==> config.mk <==
export PLATFORM = sky130hd
export DESIGN_NAME = ofm_unpack_reader
export DESIGN_NICKNAME = d
export VERILOG_FILES = /design/src/rtl/cnn_pkg.sv /design/src/rtl/ofm_word_fifo.sv /design/src/rtl/ofm_unpack_reader.sv
export SDC_FILE = /design/constraint.sdc
export NUM_CORES = 1
export LEC_CHECK = 0
export ABC_AREA = 0
export CORE_ASPECT_RATIO = 1.5
export CORE_MARGIN = 10
export CORE_UTILIZATION = 41
export DETAILED_ROUTE_END_ITERATION = 7
export GPL_TIMING_DRIVEN = 0
export HOLD_SLACK_MARGIN = 0.02
export PLACE_DENSITY = 0.72
export SLEW_MARGIN = 30
export SYNTH_ARGS = -nofsm -noshare
export SYNTH_HDL_FRONTEND = slang
export SYNTH_SLANG_ARGS = --single-unit
==> constraint.sdc <==
create_clock -name clk -period 11.5 [get_ports clk]
set_input_delay 2.3 -clock clk [delete_from_list [all_inputs] [get_ports clk]]
set_output_delay 2.3 -clock clk [all_outputs]
set_load 0.03 [all_outputs]
==> src/rtl/cnn_pkg.sv <==
// Shared definitions for the CNN output-side datapath: lane/word geometry,
// the unpack reader FSM states and the lane extraction helper.
package cnn_pkg;

    localparam int CNN_DATA_W = 16;
    localparam int CNN_WORD_W = 64;
    localparam int CNN_LANES  = CNN_WORD_W / CNN_DATA_W;

    typedef logic [CNN_DATA_W-1:0] lane_t;

    typedef enum logic [2:0] {
        RD_IDLE,
        RD_PRIME,
        RD_STREAM,
        RD_FLUSH,
        RD_FIN
    } rd_state_e;

    // Lane 0 is the most significant 16 bits of the packed word.
    function automatic lane_t lane_of(input logic [CNN_WORD_W-1:0] word, input logic [1:0] idx);
        lane_t lane;
        lane = word[CNN_WORD_W-1 -: CNN_DATA_W];
        case (idx)
            2'd0:    lane = word[4*CNN_DATA_W-1 -: CNN_DATA_W];
            2'd1:    lane = word[3*CNN_DATA_W-1 -: CNN_DATA_W];
            2'd2:    lane = word[2*CNN_DATA_W-1 -: CNN_DATA_W];
            default: lane = word[CNN_DATA_W-1 -: CNN_DATA_W];
        endcase
        return lane;
    endfunction

endpackage

==> src/rtl/ofm_word_fifo.sv <==
// Two-entry word buffer (holding + prefetch). Head entry is always visible
// on dout_o; push and pop may happen on the same edge.
module ofm_word_fifo
    import cnn_pkg::*;
#(
    parameter int WORD_W = CNN_WORD_W
) (
    input  logic              clk,
    input  logic              rst,
    input  logic              push_i,
    input  logic [WORD_W-1:0] din_i,
    input  logic              pop_i,
    output logic [WORD_W-1:0] dout_o,
    output logic              full_o,
    output logic              empty_o,
    output logic [1:0]        count_o
);

    logic [WORD_W-1:0] mem_q [2];
    logic              wr_ptr_q;
    logic              rd_ptr_q;
    logic [1:0]        count_q;
    logic [1:0]        count_d;
    logic              do_push;
    logic              do_pop;

    assign do_pop  = pop_i && (count_q != 2'd0);
    assign do_push = push_i && ((count_q != 2'd2) || do_pop);

    // Occupancy after this edge's push/pop.
    always_comb begin
        count_d = count_q + 2'(do_push) - 2'(do_pop);
    end

    // Word storage carries no reset; occupancy alone says what is valid.
    always_ff @(posedge clk) begin
        if (do_push) begin
            mem_q[wr_ptr_q] <= din_i;
        end
    end

    // Pointer and occupancy bookkeeping.
    always_ff @(posedge clk or posedge rst) begin
        if (rst) begin
            wr_ptr_q <= 1'b0;
            rd_ptr_q <= 1'b0;
            count_q  <= 2'd0;
        end else begin
            if (do_push) wr_ptr_q <= ~wr_ptr_q;
            if (do_pop)  rd_ptr_q <= ~rd_ptr_q;
            count_q <= count_d;
        end
    end

    assign dout_o  = mem_q[rd_ptr_q];
    assign full_o  = (count_q == 2'd2);
    assign empty_o = (count_q == 2'd0);
    assign count_o = count_q;

endmodule

==> src/rtl/ofm_unpack_reader.sv <==
// Drains a run of packed 64-bit psum words from the output RAM and streams
// them as 16-bit lanes (MSB lane first) on a valid/ready port.
// Optional build macro OFM_RELU_EN: negative lanes are forced to zero on the
// output mux.
module ofm_unpack_reader
    import cnn_pkg::*;
#(
    parameter int ADDR_W = 16,
    parameter int WORD_W = CNN_WORD_W,
    parameter int DATA_W = CNN_DATA_W
) (
    input  logic              clk,
    input  logic              rst,
    input  logic              start,
    input  logic [ADDR_W-1:0] base_addr,
    input  logic [ADDR_W-1:0] word_cnt,
    output logic              busy,
    output logic              done,
    output logic              ram_ena,
    output logic [ADDR_W-1:0] ram_addr,
    input  logic [WORD_W-1:0] ram_dout,
    output logic [DATA_W-1:0] out_data,
    output logic              out_valid,
    input  logic              out_ready,
    output logic              out_last
);

    localparam int         LANES     = WORD_W / DATA_W;
    localparam logic [1:0] LAST_LANE = 2'(LANES - 1);

    rd_state_e         state_q;
    logic              busy_q;
    logic              done_q;
    logic              ram_ena_q;
    logic              pend_q;
    logic [ADDR_W-1:0] ram_addr_q;
    logic [ADDR_W-1:0] rd_left_q;
    logic [ADDR_W-1:0] emit_left_q;
    logic [1:0]        lane_q;

    logic [WORD_W-1:0] head;
    logic              fifo_full;
    logic              fifo_empty;
    logic [1:0]        fifo_count;
    logic [2:0]        occ;
    logic              issue;
    logic              xfer;
    logic              pop;
    lane_t             lane_raw;
    lane_t             lane_out;

    ofm_word_fifo #(
        .WORD_W (WORD_W)
    ) u_fifo (
        .clk     (clk),
        .rst     (rst),
        .push_i  (pend_q),
        .din_i   (ram_dout),
        .pop_i   (pop),
        .dout_o  (head),
        .full_o  (fifo_full),
        .empty_o (fifo_empty),
        .count_o (fifo_count)
    );

    // A read issued now lands two edges later; count words already buffered
    // plus both in-flight slots so the buffer can never be overrun.
    assign occ   = 3'(fifo_count) + 3'(pend_q) + 3'(ram_ena_q);
    assign issue = ((state_q == RD_PRIME) || (state_q == RD_STREAM)) &&
                   (rd_left_q != '0) && !fifo_full && (occ < 3'd2);

    assign out_valid = !fifo_empty;
    assign xfer      = out_valid && out_ready;
    assign pop       = xfer && (lane_q == LAST_LANE);
    assign out_last  = out_valid && (lane_q == LAST_LANE) && (emit_left_q == ADDR_W'(1));

    // Lane select with optional rectification; zero whenever nothing is valid.
    always_comb begin
        lane_raw = lane_of(head, lane_q);
`ifdef OFM_RELU_EN
        lane_out = lane_raw[CNN_DATA_W-1] ? '0 : lane_raw;
`else
        lane_out = lane_raw;
`endif
        out_data = out_valid ? DATA_W'(lane_out) : '0;
    end

    // Reader FSM with read-issue, address, lane and word bookkeeping.
    always_ff @(posedge clk or posedge rst) begin
        if (rst) begin
            state_q     <= RD_IDLE;
            busy_q      <= 1'b0;
            done_q      <= 1'b0;
            ram_ena_q   <= 1'b0;
            pend_q      <= 1'b0;
            ram_addr_q  <= '0;
            rd_left_q   <= '0;
            emit_left_q <= '0;
            lane_q      <= 2'd0;
        end else begin
            done_q    <= 1'b0;
            ram_ena_q <= 1'b0;
            pend_q    <= ram_ena_q;
            if (xfer) lane_q <= lane_q + 2'd1;
            if (pop)  emit_left_q <= emit_left_q - ADDR_W'(1);
            case (state_q)
                RD_IDLE: begin
                    if (start) begin
                        if (word_cnt == '0) begin
                            state_q <= RD_FIN;
                            done_q  <= 1'b1;
                        end else begin
                            state_q     <= RD_PRIME;
                            busy_q      <= 1'b1;
                            ram_ena_q   <= 1'b1;
                            ram_addr_q  <= base_addr;
                            rd_left_q   <= word_cnt - ADDR_W'(1);
                            emit_left_q <= word_cnt;
                            lane_q      <= 2'd0;
                        end
                    end
                end
                RD_PRIME, RD_STREAM: begin
                    if (issue) begin
                        ram_ena_q  <= 1'b1;
                        ram_addr_q <= ram_addr_q + ADDR_W'(1);
                        rd_left_q  <= rd_left_q - ADDR_W'(1);
                    end
                    state_q <= ((rd_left_q == '0) || (issue && (rd_left_q == ADDR_W'(1))))
                               ? RD_FLUSH : RD_STREAM;
                end
                RD_FLUSH: begin
                    if (pop && (emit_left_q == ADDR_W'(1))) begin
                        state_q <= RD_FIN;
                        busy_q  <= 1'b0;
                        done_q  <= 1'b1;
                    end
                end
                RD_FIN: begin
                    state_q <= RD_IDLE;
                end
                default: begin
                    state_q <= RD_IDLE;
                end
            endcase
        end
    end

    assign busy     = busy_q;
    assign done     = done_q;
    assign ram_ena  = ram_ena_q;
    assign ram_addr = ram_addr_q;

endmodule

==> flow_summary.ini <==
[outcome]
status = completed

[global_route]
first_global_vias = 7051
grtUsageTotal = 0.169
grt_start_max_net_pins = 40
antenna_found_initial = 1
globalRouteOverflowTotal = 0
grt_pass1_wl_um = 37500

[timing]
fin_crit_sh = 0.502
setup_tns_ns = 0
hold_violations = 0
rsz0062_at_grt = no
drv_slew = 0
slew_headroom = 0.381
finClkSkew_ns = 0.0105
period_needed_ns = 5.77
fmax_mhz = 173
hold_ws_ns = 0.428
tightest_slew_ns = 0.916
setup_violations = 0

[cts]
cts_buffers = 17
postCtsHoldBufs = 0
post_cts_buffers = 0
clkLatencyLatePin_ns = 0.43
clkSlewWorstSetupHoldPaths_ns = 0.07
htreeDepth = 4
cts_tree = built
cts_resized = 0
clk_path_buf_depth = 2
cts-root-buf = clkbuf_16
cts_num_sinks = 189

[detailed_routing]
route.detailed.drc = 0
ant_nets = 0
wl_per_cell_um = 21.2
routed_wl_um = 24000
drtIter0Drc = 640
viasPerCell = 5.82
drtPass1Iterations = 7
vias = 6584

[floorplan]
core_um2 = 21100
dieArea_um2 = 28000
num_rows = 65
die_h_um = 200
io_pins = 137
die_w_um = 140
initial_utilization = 0.419

[setup_path]
r2r_cells = 7
crit_fanout = 10
required_ns = 9.20
regToRegSetupSlack_ns = 8.77
r2r_end = u_fifo.mem_q[1][11]$_DFFE_PP_
arrival_ns = 3.47
startpoint_type = register
worstSetupEndpointType = output port
r2r_start = u_fifo.count_o[1]$_DFF_PP0_
crit_type = register to output port

[logic_synthesis]
syn_avg_cell_area_um2 = 12.8
yosysSeqAreaShare = 0.606
ys_types = 69
yosysMostFrequentCell = edfxtp_1
synth_seq_cells = 189
synth_xor_area_frac = 0.0306
syn-cell-area_um2 = 8860
synth_top_family_by_area = compound AO/OA/AOI/OAI gates
yosys_warnings = 0
synthArstFlopShare = 0.323
yosys-mux-area-fraction = 0.0429
synth_fa_ha_area_frac = 0.0212
syn-num-nets = 806
synthSimpleGateAreaFrac = 0.105
synth_compound_gate_area_share = 0.149
synth_edf_count = 128
synthFlopType = edfxtp_1
synth.area.top_cells = edfxtp_1, dfrtp_1, mux4_2
yosys.area.top_type_share = 0.434
yosys.area.top_type = edfxtp_1
synth_cells = 691
synthTopCellsByCount = edfxtp_1, dfrtp_1, inv_1

[cells_and_area]
areaGrowthSynthToFinish_pct = 27.5
utilization = 0.534
drive_above_1_share = 0.104
layout.cells.non_filler = 1132
layout.area.seq_um2 = 5370
fin_nets = 965
multi_input_area_um2 = 3100
nFillCells = 1824

[placement]
place_inst = 1099
port_buffers = 135
routabilityCongestion = 0.879
post-dp-hpwl_um = 17700

[min_path]
min_from = ram_ena$_DFF_PP0_
hp-class = register to register
holdPathStages = 0
min_to = pend_q$_DFF_PP0_

[power]
ir_drop_mv = 0.218
p_leak_nw = 4.05
power.density_nw_per_um2 = 253

[flow_run]
drv.max_cap_violation_count = 0
==> layout make-up <==
class	count	area share
sequential	189	0.476
inverter	53	0.0178
antenna	1	0.000222
buffer	39	0.0180
clock inverter	14	0.0158
tap	268	0.0297
multi-input combinational	410	0.274
clock buffer	18	0.0380
timing repair buffer	140	0.131
==> placed cells by master, fill, tap and decap left out, drive strengths merged, types with 5 or more instances in the layout <==
cell type      instances
buf                   18
clkdlybuf4s50        135
o21a                   6
o21ai                 30
o2bb2ai                6
a22oi                  5
nand4                 10
xnor2                 19
nand3                 11
and4                   5
clkbuf                44
nor4                  10
inv                   59
and3                   6
or3                    8
a22o                   9
ha                    15
nor3                  33
o2bb2a                 5
xor2                  12
edfxtp               128
dfrtp                 61
mux4                  16
nor2                  42
nand2                 42
a222oi                32
clkinv                 6
a211oi                 5
o22ai                 19
a21oi                 24
==> registers in the layout (all words and copies together) (netlist names) <==
name	cells
rd_left_q	16
u_fifo.mem_q	128
busy	1
ram_addr	16
u_fifo.rd_ptr_q	1
ram_ena	1
u_fifo.count_o	2
emit_left_q	16
state_q	3
lane_q	2
pend_q	1
u_fifo.wr_ptr_q	1
done	1
==> logic make-up after synthesis <==
logic type	after synthesis
flip-flops	189
buffers and inverters	92
adder cells (fa/ha/maj)	15
multiplexers	18
AO/OA/AOI/OAI	169
XOR/XNOR	31
AND/OR/NAND/NOR	177
==> worst max-delay path, cell delays in order, from the launching register on <==
cell,delay (ns)
dfrtp_1,0.42
inv_1,0.13
ha_1,0.27
clkbuf_1,0.60
a222oi_1,0.22
mux4_2,0.52
nor2_1,0.18
clkdlybuf4s50_1,0.71
==> layer usage <==
layer / up-vias / GRT usage / routed length (µm)
met5: - / 0 / 0
met4: 0 / 0.0790 / 745
met1: 3206 / 0.176 / 8730
li1: 3015 / - / -
met2: 311 / 0.307 / 12700
met3: 52 / 0.0485 / 1850
==> worst max-delay path by stage <==
| stage | startpoint | endpoint | depth (start not counted) |
|---|---|---|---|
| 5_1_grt | lane_q[0]$_DFF_PP0_ | out_data[0] | 7 |
| 4_1_cts | lane_q[0]$_DFF_PP0_ | out_data[0] | 7 |
| 3_5_place_dp | lane_q[0]$_DFF_PP0_ | out_data[11] | 7 |
| 3_3_place_gp | out_ready | u_fifo.mem_q[0][50]$_DFFE_PP_ | 5 |
| 6_report | lane_q[0]$_DFF_PP0_ | out_data[0] | 7 |
| 2_1_floorplan | out_ready | u_fifo.mem_q[0][0]$_DFFE_PP_ | 4 |
==> power breakdown <==
part	internal [W]	total [W]	leakage, nW	switching, W
Combinational	0.000495	0.00119	1.84	0.000700
Sequential	0.000940	0.00106	1.91	0.000118
Clock	0.000330	0.000606	0.298	0.000275
Total	0.00177	0.00286	4.05	0.00109
==> stage by stage <==
step | area [µm²] | power, W | setup slack, ns
after floorplan | 8860 | 0.00180 | 5.52
after global placement | 10500 | 0.00222 | 3.38
after detailed placement | 10700 | 0.00227 | 6.19
after CTS | 11300 | 0.00288 | 5.68
after global routing | 11300 | 0.00300 | 5.58
final | 11300 | 0.00286 | 5.73
Power figures use the tool's default switching activity.
